## src/rtl/timer_pkg.sv

```systemverilog
// Shared definitions for the MM:SS timer core.
//   - State codes driven on the core's 3-bit state output.
//   - Single-digit BCD increment/decrement helpers with carry/borrow out.
//   - Prescaler counter width derived from the clock divide ratio.
package timer_pkg;

  // State codes; codes 5..7 are unused and recover to StIdle.
  localparam logic [2:0] StIdle  = 3'd0;
  localparam logic [2:0] StSet   = 3'd1;
  localparam logic [2:0] StRun   = 3'd2;
  localparam logic [2:0] StPause = 3'd3;
  localparam logic [2:0] StDone  = 3'd4;

  typedef struct packed {
    logic       carry;
    logic [3:0] digit;
  } bcd_step_t;

  // Digit + 1, wrapping top -> 0 with carry out.
  function automatic bcd_step_t bcd_inc(input logic [3:0] d, input logic [3:0] top);
    bcd_step_t r;
    if (d >= top) begin
      r.carry = 1'b1;
      r.digit = 4'd0;
    end else begin
      r.carry = 1'b0;
      r.digit = d + 4'd1;
    end
    return r;
  endfunction

  // Digit - 1, wrapping 0 -> top with borrow out.
  function automatic bcd_step_t bcd_dec(input logic [3:0] d, input logic [3:0] top);
    bcd_step_t r;
    if (d == 4'd0) begin
      r.carry = 1'b1;
      r.digit = top;
    end else begin
      r.carry = 1'b0;
      r.digit = d - 4'd1;
    end
    return r;
  endfunction

  // Bits needed to count 0..div-1.
  function automatic int unsigned presc_width(input int unsigned div);
    return (div > 1) ? $clog2(div) : 1;
  endfunction

endpackage

```

## src/rtl/tick_prescaler.sv

```systemverilog
// Free-running divide-by-DIV prescaler.
//   CLK_50MHZ : system clock
//   reset     : asynchronous active-low reset
//   clr       : synchronous clear of the count (restarts a full period)
//   en        : count enable; the count holds while low
//   tick      : high for the one cycle in which the count wraps
module tick_prescaler
  import timer_pkg::*;
#(
  parameter int unsigned DIV = 10
) (
  input  logic CLK_50MHZ,
  input  logic reset,
  input  logic clr,
  input  logic en,
  output logic tick
);

  localparam int unsigned W = presc_width(DIV);
  localparam logic [W-1:0] Last = W'(DIV - 1);

  logic [W-1:0] cnt_q, cnt_d;

  assign tick = en && (cnt_q == Last);

  always_comb begin
    cnt_d = cnt_q;
    if (clr) begin
      cnt_d = '0;
    end else if (en) begin
      cnt_d = tick ? '0 : cnt_q + 1'b1;
    end
  end

  always_ff @(posedge CLK_50MHZ or negedge reset) begin
    if (!reset) begin
      cnt_q <= '0;
    end else begin
      cnt_q <= cnt_d;
    end
  end

endmodule

```

## src/rtl/countdown_timer_core.sv

```systemverilog
// MM:SS timer core: preset entry, up/down counting, pause/resume and end-of-count alarm.
//   CLK_50MHZ, reset (async, active-low)
//   start/stop/clear/inc_sec/inc_min : single-cycle debounced event pulses
//   count_down : 1 = count down, 0 = count up; latched on an accepted start
//   m_dec, m_unit, s_dec, s_unit : registered BCD digits
//   state : current state code, running : in RUN
//   done  : one-cycle pulse on entry to DONE
//   alarm : high for ALARM_CYCLES cycles starting with entry to DONE
module countdown_timer_core
  import timer_pkg::*;
#(
  parameter int unsigned CLK_HZ       = 50_000_000,
  parameter int unsigned TICK_HZ      = 1,
  parameter int unsigned MAX_MINUTES  = 99,
  parameter int unsigned ALARM_CYCLES = 50_000_000
) (
  input  logic       CLK_50MHZ,
  input  logic       reset,
  input  logic       start,
  input  logic       stop,
  input  logic       clear,
  input  logic       inc_sec,
  input  logic       inc_min,
  input  logic       count_down,
  output logic [3:0] m_dec,
  output logic [3:0] m_unit,
  output logic [3:0] s_dec,
  output logic [3:0] s_unit,
  output logic [2:0] state,
  output logic       running,
  output logic       done,
  output logic       alarm
);

  localparam int unsigned DIV = CLK_HZ / TICK_HZ;
  localparam logic [3:0] MaxMDec  = 4'(MAX_MINUTES / 10);
  localparam logic [3:0] MaxMUnit = 4'(MAX_MINUTES % 10);
  localparam int unsigned AW = (ALARM_CYCLES > 1) ? $clog2(ALARM_CYCLES) : 1;
  localparam logic [AW-1:0] AlarmLoad = AW'(ALARM_CYCLES - 1);

  logic [2:0]    state_q, state_d;
  logic          mode_q, mode_d;
  logic [3:0]    m_dec_q, m_dec_d, m_unit_q, m_unit_d;
  logic [3:0]    s_dec_q, s_dec_d, s_unit_q, s_unit_d;
  logic          running_q, done_q;
  logic          alarm_q, alarm_d;
  logic [AW-1:0] alarm_cnt_q, alarm_cnt_d;
  logic          presc_clr, tick;

  // Only the highest-priority asserted event is seen by the FSM.
  logic ev_clear, ev_stop, ev_start, ev_inc_min, ev_inc_sec;
  assign ev_clear   = clear;
  assign ev_stop    = stop & ~clear;
  assign ev_start   = start & ~clear & ~stop;
  assign ev_inc_min = inc_min & ~clear & ~stop & ~start;
  assign ev_inc_sec = inc_sec & ~clear & ~stop & ~start & ~inc_min;

  logic is_zero, min_at_max, sec_at_59;
  assign is_zero    = (m_dec_q == 4'd0) && (m_unit_q == 4'd0) &&
                      (s_dec_q == 4'd0) && (s_unit_q == 4'd0);
  assign min_at_max = (m_dec_q == MaxMDec) && (m_unit_q == MaxMUnit);
  assign sec_at_59  = (s_dec_q == 4'd5) && (s_unit_q == 4'd9);

  bcd_step_t su_inc, sd_inc, mu_inc, su_dec, sd_dec, mu_dec;

  tick_prescaler #(
    .DIV(DIV)
  ) u_prescaler (
    .CLK_50MHZ(CLK_50MHZ),
    .reset    (reset),
    .clr      (presc_clr),
    .en       (state_q == StRun),
    .tick     (tick)
  );

  always_comb begin
    state_d   = state_q;
    mode_d    = mode_q;
    m_dec_d   = m_dec_q;
    m_unit_d  = m_unit_q;
    s_dec_d   = s_dec_q;
    s_unit_d  = s_unit_q;
    presc_clr = 1'b0;

    su_inc = bcd_inc(s_unit_q, 4'd9);
    sd_inc = bcd_inc(s_dec_q, 4'd5);
    mu_inc = bcd_inc(m_unit_q, 4'd9);
    su_dec = bcd_dec(s_unit_q, 4'd9);
    sd_dec = bcd_dec(s_dec_q, 4'd5);
    mu_dec = bcd_dec(m_unit_q, 4'd9);

    if (ev_clear) begin
      state_d   = StIdle;
      m_dec_d   = 4'd0;
      m_unit_d  = 4'd0;
      s_dec_d   = 4'd0;
      s_unit_d  = 4'd0;
      presc_clr = 1'b1;
    end else begin
      case (state_q)
        StIdle, StSet, StPause: begin
          if (ev_start) begin
            // Counting down from 00:00 would end immediately; refuse it.
            if (!(count_down && is_zero)) begin
              mode_d    = count_down;
              presc_clr = 1'b1;
              state_d   = StRun;
            end
          end else if (ev_inc_min) begin
            state_d = StSet;
            if (min_at_max) begin
              m_dec_d  = 4'd0;
              m_unit_d = 4'd0;
            end else begin
              m_unit_d = mu_inc.digit;
              if (mu_inc.carry) m_dec_d = bcd_inc(m_dec_q, 4'd9).digit;
            end
          end else if (ev_inc_sec) begin
            // Preset seconds wrap 59 -> 00 without touching minutes.
            state_d  = StSet;
            s_unit_d = su_inc.digit;
            if (su_inc.carry) s_dec_d = sd_inc.digit;
          end
        end
        StRun: begin
          if (ev_stop) begin
            state_d   = StPause;
            presc_clr = 1'b1;
          end else if (tick) begin
            if (!mode_q) begin
              if (min_at_max && sec_at_59) begin
                state_d = StDone;
              end else begin
                s_unit_d = su_inc.digit;
                if (su_inc.carry) begin
                  s_dec_d = sd_inc.digit;
                  if (sd_inc.carry) begin
                    m_unit_d = mu_inc.digit;
                    if (mu_inc.carry) m_dec_d = bcd_inc(m_dec_q, 4'd9).digit;
                  end
                end
              end
            end else begin
              s_unit_d = su_dec.digit;
              if (su_dec.carry) begin
                s_dec_d = sd_dec.digit;
                if (sd_dec.carry) begin
                  m_unit_d = mu_dec.digit;
                  if (mu_dec.carry) m_dec_d = bcd_dec(m_dec_q, 4'd9).digit;
                end
              end
              if ((m_dec_d == 4'd0) && (m_unit_d == 4'd0) &&
                  (s_dec_d == 4'd0) && (s_unit_d == 4'd0)) begin
                state_d = StDone;
              end
            end
          end
        end
        StDone: begin
          // Value frozen; only clear leaves DONE.
        end
        default: state_d = StIdle;
      endcase
    end
  end

  // Alarm: loaded on entry to DONE, then counts down to drop after ALARM_CYCLES cycles.
  always_comb begin
    alarm_d     = alarm_q;
    alarm_cnt_d = alarm_cnt_q;
    if (ev_clear) begin
      alarm_d     = 1'b0;
      alarm_cnt_d = '0;
    end else if ((state_d == StDone) && (state_q != StDone)) begin
      alarm_d     = 1'b1;
      alarm_cnt_d = AlarmLoad;
    end else if (alarm_q) begin
      if (alarm_cnt_q == '0) begin
        alarm_d = 1'b0;
      end else begin
        alarm_cnt_d = alarm_cnt_q - 1'b1;
      end
    end
  end

  always_ff @(posedge CLK_50MHZ or negedge reset) begin
    if (!reset) begin
      state_q     <= StIdle;
      mode_q      <= 1'b0;
      m_dec_q     <= 4'd0;
      m_unit_q    <= 4'd0;
      s_dec_q     <= 4'd0;
      s_unit_q    <= 4'd0;
      running_q   <= 1'b0;
      done_q      <= 1'b0;
      alarm_q     <= 1'b0;
      alarm_cnt_q <= '0;
    end else begin
      state_q     <= state_d;
      mode_q      <= mode_d;
      m_dec_q     <= m_dec_d;
      m_unit_q    <= m_unit_d;
      s_dec_q     <= s_dec_d;
      s_unit_q    <= s_unit_d;
      running_q   <= (state_d == StRun);
      done_q      <= (state_d == StDone) && (state_q != StDone);
      alarm_q     <= alarm_d;
      alarm_cnt_q <= alarm_cnt_d;
    end
  end

  assign m_dec   = m_dec_q;
  assign m_unit  = m_unit_q;
  assign s_dec   = s_dec_q;
  assign s_unit  = s_unit_q;
  assign state   = state_q;
  assign running = running_q;
  assign done    = done_q;
  assign alarm   = alarm_q;

endmodule
```

## config.mk

```make
export PLATFORM = sky130hd
export DESIGN_NAME = countdown_timer_core
export DESIGN_NICKNAME = d
export VERILOG_FILES = /design/src/rtl/timer_pkg.sv /design/src/rtl/tick_prescaler.sv /design/src/rtl/countdown_timer_core.sv
export SDC_FILE = /design/constraint.sdc
export NUM_CORES = 1
export LEC_CHECK = 0
export CAP_MARGIN = 30
export CORE_ASPECT_RATIO = 0.6
export CORE_MARGIN = 1.5
export CORE_UTILIZATION = 25
export DETAILED_ROUTE_END_ITERATION = 16
export PLACE_DENSITY = 0.42
export SYNTH_ARGS = -nofsm -noshare
export SYNTH_HDL_FRONTEND = slang
export SYNTH_SLANG_ARGS = --single-unit
```

## constraint.sdc

```tcl
create_clock -name CLK_50MHZ -period 6 [get_ports CLK_50MHZ]
set_clock_uncertainty 0.2 [all_clocks]
set_input_delay 1.8 -clock CLK_50MHZ [delete_from_list [all_inputs] [get_ports CLK_50MHZ]]
set_output_delay 1.8 -clock CLK_50MHZ [all_outputs]
set_load 0.01 [all_outputs]
```

# [Word-level counts from Yosys, hierarchy flattened]
# Index checks and enable logic that the tools add are counted.
[op_classes] order_cmp=4 addsub=10 mux=98 bitwise=15 n_reduce_logical=30 n_eq_ne=22
[op_table] cell="$mux W4" n=61
[op_table] cell="$mux W26" n=7
[op_table] cell="$logic_not A4 Y1" n=8
[op_table] cell="$pmux W4 S2" n=4
[op_table] cell="$mux W3" n=10
[op_table] cell="$mux W5" n=6
[op_table] cell="$add A26 B1 Y26 const B" n=1
[op_table] cell="$eq A26 B26 Y1 const B" n=1
[op_table] cell="$logic_not A26 Y1" n=1
[op_table] cell="$sub A26 B1 Y26 const B" n=1
[op_table] cell="$ne A3 B3 Y1 const B" n=8
[op_table] cell="$add A4 B1 Y4 const B" n=4
[op_table] cell="$sub A4 B1 Y4 const B" n=4
[op_table] cell="$eq A4 B4 Y1 const B" n=3
[op_table] cell="$ge A4 B4 Y1 const B" n=3
[op_table] cell="$logic_and A1 B1 Y1" n=12
[op_table] cell="$ne A4 B4 Y1 const B" n=3
[op_table] cell="$and A1 B1 Y1" n=10
[op_table] cell="$eq A3 B2 Y1 const B" n=3
[op_table] cell="$pmux W3 S3" n=1
[op_table] cell="$mux W1" n=8
[op_table] cell="$reduce_and A8 Y1" n=1
[op_table] cell="$reduce_and A7 Y1" n=1
[op_table] cell="$eq A3 B3 Y1 const B" n=2
[op_table] cell="11 further kinds" n=16
[word_totals] ff_bits=75 out_inout_bits=22 word_cells=190 input_bits=8

# [Depth between registers and ports, before layout]
# Gate-level depths: netlist of the first run.
[depth] word_depth=24 ltp_mapped=10 mapped_depth_nobuf=9

# [Modules after synthesis]
# Synthesis of the first run repeated with hierarchy kept, for this count alone.
[unflattened] hier_cells=589 hier_area_um2=5206.2
[by_module_without_submodules] module="countdown_timer_core" area_each_um2=3669.8 cells_each=427 n_inst=1 seq_area_each_um2=1226.2
[by_module_without_submodules] module="tick_prescaler" area_each_um2=1536.5 cells_each=162 n_inst=1 seq_area_each_um2=650.6

# [Least setup slack after synthesis of the first run]
# Ideal clock, no wire load.
[synth_path] kind="input port to flip-flop" startpoint="input port clear" endpoint="register u_prescaler.cnt_q[19]" cell_stages=8 n_path_buf=2 slack_ns=2.230 arrival_time_ns=3.438 t_required_ns=5.668 setup_ns=0.132 cell_sequence="clkbuf_1 nor3_1 nand3_1 o21a_1 buf_2 or4b_1 xor2_1 nor2_1"
[synth_between] elab_chain_cells=7 word_cells_on_any_way=10 cone_classes="mux (5); bitwise (4); reduce/logical (1)"
[synth_lines] item="from (decl)" line_no="countdown_timer_core.sv:21" text="input logic clear,"
[synth_lines] item="$not A1 Y1 (no source line)"
[synth_lines] item="$and A1 B1 Y1 (2 in a row)" line_no="countdown_timer_core.sv:54" text="assign ev_start = start & ~clear & ~stop;"
[synth_lines] item="$mux W1" line_no="countdown_timer_core.sv:102" text="if (ev_start) begin"
[synth_lines] item="$pmux W1 S2" line_no="countdown_timer_core.sv:100" text="case (state_q)"
[synth_lines] item="$mux W1 (*)" line_no="countdown_timer_core.sv:92" text="if (ev_clear) begin"
[synth_lines] item="$mux W26 / $reduce_bool A2 Y1 (equally long branches)"
[synth_lines] item="to (signal assigned)" line_no="tick_prescaler.sv:39" text="cnt_q <= cnt_d;"
[synth_lines] item="to (decl)" line_no="tick_prescaler.sv:22" text="logic [W-1:0] cnt_q, cnt_d;"
# Mark *: on every way between the ends. The rest lies on a longest branch, timed or not.
# A chain may end at the register's enable or synchronous reset.

# [Worst setup path after layout of the first run]
[layout_path] startpoint="input port stop" endpoint="register u_prescaler.cnt_q[15]"
[layout_between] elab_chain_cells=6 word_cells_on_any_way=9 cone_classes="mux (5); bitwise (3); reduce/logical (1)"
[layout_lines] item="from (decl)" line_no="countdown_timer_core.sv:20" text="input logic stop,"
[layout_lines] item="$not A1 Y1" line_no="countdown_timer_core.sv:54"
[layout_lines] item="$and A1 B1 Y1" line_no="countdown_timer_core.sv:54"
[layout_lines] item="$mux W1" line_no="countdown_timer_core.sv:102"
[layout_lines] item="$pmux W1 S2 (*)" line_no="countdown_timer_core.sv:100"
[layout_lines] item="$mux W1 (*)" line_no="countdown_timer_core.sv:92"
[layout_lines] item="$mux W26 / $reduce_bool A2 Y1 (equally long branches)"
# Marks and branches as above.

==> results.md, run 1 <==
- Outcome: finished, final reports clean
- Setup crit start kind: input pin
- Clock Power Share: 0.362
- R2R Setup Slk: 2.61 ns
- CP Data Arrival Time: 4.44 ns
- Largest net degree at the start of global routing: 62
- Vias per Instance: 5.02
- DRC errors left: 0
- # rows: 39
- Routed WL per cell: 16.0 µm
- Detailed Routing Iterations Pass 1: 7
- Worst min-delay path endpoint: u_prescaler.cnt_q[1]
- Worst-path fanout max: 20
- RSZ-0062 raised after global routing: false
- Syn. warnings: 0
- Syn Nets: 581
- Die width: 184 µm
- Final Hold Vio Count: 0
- Setup TNS: 0 ns
- Diodes inserted: 0
- Clk sinks: 75
- Number of setup buffers added after CTS: 0
- Worst reg-to-reg path cell count: 10
- CP peak stage delay: 0.77 ns
- Initial antenna violation count: 0
- Gate Count Post-Synth: 558
- Area growth, synth to finish: 17.3%
- Die height: 111 µm
- Commonest non-fill, non-tap cell in the layout: dfrtp_1
- Period utilization: 0.743
- VDD IR-drop max: 139 µV
- CTS root buf: clkbuf_16
- Worst min path class: reg2reg
- CTS tree: yes
- Max Cap Viol: 0
- First-pass GRT wire length: 22500 µm
- Cts bufs inserted: 9
- Full die area: 20500 µm²
- Combinational Power Share: 0.226
- Worst r2r dst: alarm_cnt_q[24]
- Starting Density: 0.256
- WS Path Type: in2reg
- Netlist cell types: 70
- Crit-path slowest cell: or4b_2
- Crit path time final: 4.46 ns
- Worst Max-Slew Pin Slew: 0.961 ns
- Slew Limit Fails: 0
- Routed Antenna Nets: 0
- GR Overflow Total: 0
- Final setup viols: 0
- Syn Area/Cell: 8.77 µm²
- IO Port Bufs: 29
- P_leak: 2.31 nW
- CP cell instances: clkdlybuf4s50_1 > nor3_1 > nand3_1 > o21a_1 > or4b_2 > xor2_1 > nor2_1
- Layout cell share with drive strength beyond 1: 0.0703
- FFs w/ async S/R, synth: 1.00
- Post-cts sizing count: 0
- Post-synth top area share: 0.383
- Filler instances: 2062
- Worst hold slack: 0.342 ns
- Worst slew margin: 0.359
- Critical R2R Launch: s_unit[0]
- Nets: 601
- Core area: 19100 µm²
- Design Power: 0.00140 W
- Via count: 4261
- CP Capture Type: register
- HP Start: u_prescaler.cnt_q[1]
- Vias in the first global route: 4009
- Cell-internal power: 0.000937 W
- H-tree Lvls: 3
- Sequential area share after synthesis: 0.383
- Iter 0 DRT Violations: 256
- Post-DP HPWL: 9620 µm
- Commonest cells after routing, fill and taps aside: dfrtp_1, nor2_1, nor3_1
- Drt total wl: 13500 µm
- I/O pin count: 30
- Largest cells by area after synthesis: dfrtp_1, xnor2_1, nor3_1
- Hold Path Stages: 1
- Clock Latency Late Sink: 0.33 ns
- Fmax achieved: 224 MHz
- Cts hold-fix bufs: 0
- Post-synth EDFFs: 0
- Buffer depth of the longest clock path: 2
- Sw frac: 0.329
- Synth Register Bits: 75
- GRT Util Overall: 0.139
- Gpl congestion: 0.830
- Power density cells: 243 nW/µm²
- Ys flop type: dfrtp_1
- Synth area leader: dfrtp_1
- Switching Power: 0.000458 W
- Flop pwr share: 0.412
- Post-Syn Area: 4900 µm²
- Worst EP required: 5.98 ns
- Clk slew on worst S/H paths: 0.06 ns
## power groups by stage
| stage | clock network (W) | logic, W | registers (W) |
|---|---|---|---|
| floorplan | 0 | 0.000200 | 0.000574 |
| CTS | 0.000528 | 0.000314 | 0.000574 |
| finish | 0.000505 | 0.000316 | 0.000575 |
| global route | 0.000552 | 0.000351 | 0.000581 |
| global placement | 0 | 0.000310 | 0.000584 |
| detailed placement | 0 | 0.000312 | 0.000583 |
## critical path: cells and delay by family
family	cells	cell delay [ns]
simple gates	4	1.41
xor+xnor	1	0.17
buf+inv	1	0.58
compound gates	1	0.46
## how the worst max path moves through the flow
| stage | from | endpoint | slack, ns |
|---|---|---|---|
| global route | stop | u_prescaler.cnt_q[0] | 1.34 |
| detailed placement | stop | u_prescaler.cnt_q[0] | 1.25 |
| finish | stop | u_prescaler.cnt_q[15] | 1.54 |
| floorplan | clear | u_prescaler.cnt_q[19] | 2.23 |
| global placement | clear | u_prescaler.cnt_q[15] | 1.31 |
| CTS | stop | u_prescaler.cnt_q[0] | 1.60 |
## cells in the mapped netlist, types with 5 or more instances
cell       n
inv_1     20
nor3b_1    5
nand2_1   38
o22a_1     8
a21oi_1   33
nor4b_1    6
o21a_1     7
nor2b_1    5
nand4_1   13
and3_1     8
nor3_1    41
dfrtp_1   75
xor2_1    15
o21ai_0   27
buf_2      6
xnor2_1   28
ha_1      15
nor4_1    15
nor2_1    54
nand3_1   18
clkbuf_1  19
nand2b_1  11
## flip-flops by register name (all words and copies together), names as in the netlist
register,cells
state,3
m_dec,4
alarm_cnt_q,26
u_prescaler.cnt_q,26
s_dec,4
running,1
done,1
alarm,1
mode_q,1
s_unit,4
m_unit,4
## stage by stage
stage                      util  setup slack [ns]  instance area, µm²  instances
final                     0.300              1.54                5740        849
after global routing      0.300              1.34                5740        849
after CTS                 0.300              1.60                5740        849
after detailed placement  0.286              1.25                5480        833
after global placement    0.285              1.31                5450        832
after floorplan               -              2.23                4900        558
## layout make-up
| type | instances | area (µm²) | share of cell area |
|---|---|---|---|
| multi-input cells | 436 | 2840 | 0.494 |
| flip-flops and latches | 75 | 1880 | 0.327 |
| repair buffers | 35 | 353 | 0.0614 |
| well taps | 266 | 333 | 0.0579 |
| clock buffers | 11 | 233 | 0.0405 |
| inverters | 21 | 78.8 | 0.0137 |
| clock inverters | 5 | 35.0 | 0.00610 |
## kinds of logic after synthesis
kind of cell	count (synthesis)	synth area share
multiplexers	7	0.0151
buffers and inverters	47	0.0376
flip-flops	75	0.383
adder cells (fa/ha/maj)	15	0.0383
AND/OR/NAND/NOR	247	0.276
XOR/XNOR	44	0.0802
AO/OA/AOI/OAI	123	0.170
## metal layers
metal / global-route usage / vias up / share of wire
li1: - / 2091 / -
met1: 0.224 / 2069 / 0.56
met2: 0.178 / 99 / 0.38
met3: 0.0373 / 2 / 0.053
met4: 0.0251 / 0 / 0.0028
met5: 0 / - / 0
Note: power is estimated with default switching activity, not from simulation.
==> inputs of run 2 (changes only) <==
clock period = 4.3 ns   (was 6 ns; I/O delays follow)
==> run 2 against run 1 <==
Net effect: largest power group is now clock; hold slack worse by 0.0067 ns; clock power grew 60%; largest cell class unchanged; core utilization grew 0.43 points; critical endpoint is now m_unit[3].
==> results.md, run 2 (synthesized netlist as in run 1, its figures left out) <==
- Outcome: finished, final reports clean
- Fmax achieved: 282 MHz
- GRT Util Overall: 0.144
- Number of setup buffers added after CTS: 0
- Largest net degree at the start of global routing: 38
- Sw frac: 0.325
- Worst-path fanout max: 11
- Commonest non-fill, non-tap cell in the layout: dfrtp_1
- Filler instances: 2069
- Switching Power: 0.000671 W
- Final Hold Vio Count: 0
- Crit path time final: 3.55 ns
- Biggest regs: alarm_cnt_q (26), u_prescaler.cnt_q (26)
- WS Path Type: in2reg
- Clock Latency Late Sink: 0.35 ns
- First-pass GRT wire length: 23100 µm
- RSZ-0062 raised after global routing: false
- Post-cts sizing count: 0
- Period utilization: 0.826
- H-tree Lvls: 3
- Design Power: 0.00206 W
- Routed WL per cell: 16.3 µm
- Final setup viols: 0
- Initial antenna violation count: 0
- Via count: 4318
- Worst min path class: reg2reg
- Combinational Power Share: 0.220
- Post-DP HPWL: 9930 µm
- Drt total wl: 13900 µm
- I/O pin count: 30
- Cts bufs inserted: 9
- Flop pwr share: 0.389
- Cell-internal power: 0.00139 W
- DRC errors left: 0
- Gpl congestion: 0.805
- Routed Antenna Nets: 0
- Diodes inserted: 0
- Clock Power Share: 0.391
- Layout cell share with drive strength beyond 1: 0.0863
- Clk slew on worst S/H paths: 0.06 ns
- CP Data Arrival Time: 3.60 ns
- CTS tree: yes
- Commonest cells after routing, fill and taps aside: dfrtp_1, nor2_1, nor3_1
- P_leak: 2.35 nW
- Die height: 111 µm
- Worst Max-Slew Pin Slew: 0.698 ns
- Detailed Routing Iterations Pass 1: 5
- Buffer depth of the longest clock path: 2
- Nets: 609
- Iter 0 DRT Violations: 309
- GR Overflow Total: 0
- Core area: 19100 µm²
- Slew Limit Fails: 0
- Setup TNS: 0 ns
- CP Capture Type: register
- Clk sinks: 75
- Max Cap Viol: 0
- CTS root buf: clkbuf_16
- # rows: 39
- Full die area: 20500 µm²
- Starting Density: 0.256
- Vias in the first global route: 4133
- Worst EP required: 4.35 ns
- VDD IR-drop max: 178 µV
- Worst slew margin: 0.533
- Vias per Instance: 5.04
- Power density cells: 354 nW/µm²
- Cts hold-fix bufs: 0
- Area growth, synth to finish: 19.0%
- IO Port Bufs: 29
- Die width: 184 µm
- Setup crit start kind: input pin
[run 2: stage by stage]
stage	area [µm²]	hold slack (ns)	worst slack, ns	utilization	std cells
after floorplan	4900	0.291	1.04	-	558
after global placement	5520	0.314	0.440	0.288	841
after detailed placement	5520	0.323	0.422	0.288	841
after CTS	5830	0.339	0.784	0.305	857
after global routing	5830	0.379	0.545	0.305	857
final	5830	0.335	0.750	0.305	857
[run 2: worst max-delay path: stages]
cell	delay (ns)
clkdlybuf4s50_1	0.56
a2111oi_1	0.72
o221ai_1	0.25
buf_4	0.23
and2_0	0.27
o31ai_1	0.27
[run 2: worst paths after layout]
| check | from | end | slack, ns | depth (start not counted) |
|---|---|---|---|---|
| worst min register to register | u_prescaler.cnt_q[1] | u_prescaler.cnt_q[1] | 0.34 | 1 |
| worst max-delay path | stop | m_unit[3] | 0.75 | 6 |
| worst max register to register | s_unit[0] | alarm_cnt_q[18] | 0.85 | 10 |
| min in group asynchronous | reset | s_unit[2] | 0.73 | 1 |
| max in group asynchronous | reset | u_prescaler.cnt_q[24] | 2.47 | 2 |
| worst min-delay path | u_prescaler.cnt_q[1] | u_prescaler.cnt_q[1] | 0.34 | 1 |
[run 2: metal layers]
metal / part of all wire / GRT usage
met1: 0.57 / 0.234
met2: 0.38 / 0.183
met3: 0.050 / 0.0379
met4: 0.0086 / 0.0333
met5: 0 / 0
[run 2: power groups by stage]
stage | clock (W) | sequential, W | combinational, W
global route | 0.000874 | 0.000812 | 0.000504
global placement | 0 | 0.000815 | 0.000446
finish | 0.000807 | 0.000802 | 0.000453
CTS | 0.000839 | 0.000801 | 0.000449
floorplan | 0 | 0.000801 | 0.000279
detailed placement | 0 | 0.000815 | 0.000446
[run 2: area by class of cell]
type / instances / area (µm²) / share of cell area
repair buffers: 43 / 393 / 0.0674
clock inverters: 6 / 71.3 / 0.0122
inverters: 21 / 78.8 / 0.0135
clock buffers: 10 / 239 / 0.0410
flip-flops and latches: 75 / 1880 / 0.322
well taps: 266 / 333 / 0.0571
multi-input cells: 436 / 2840 / 0.487
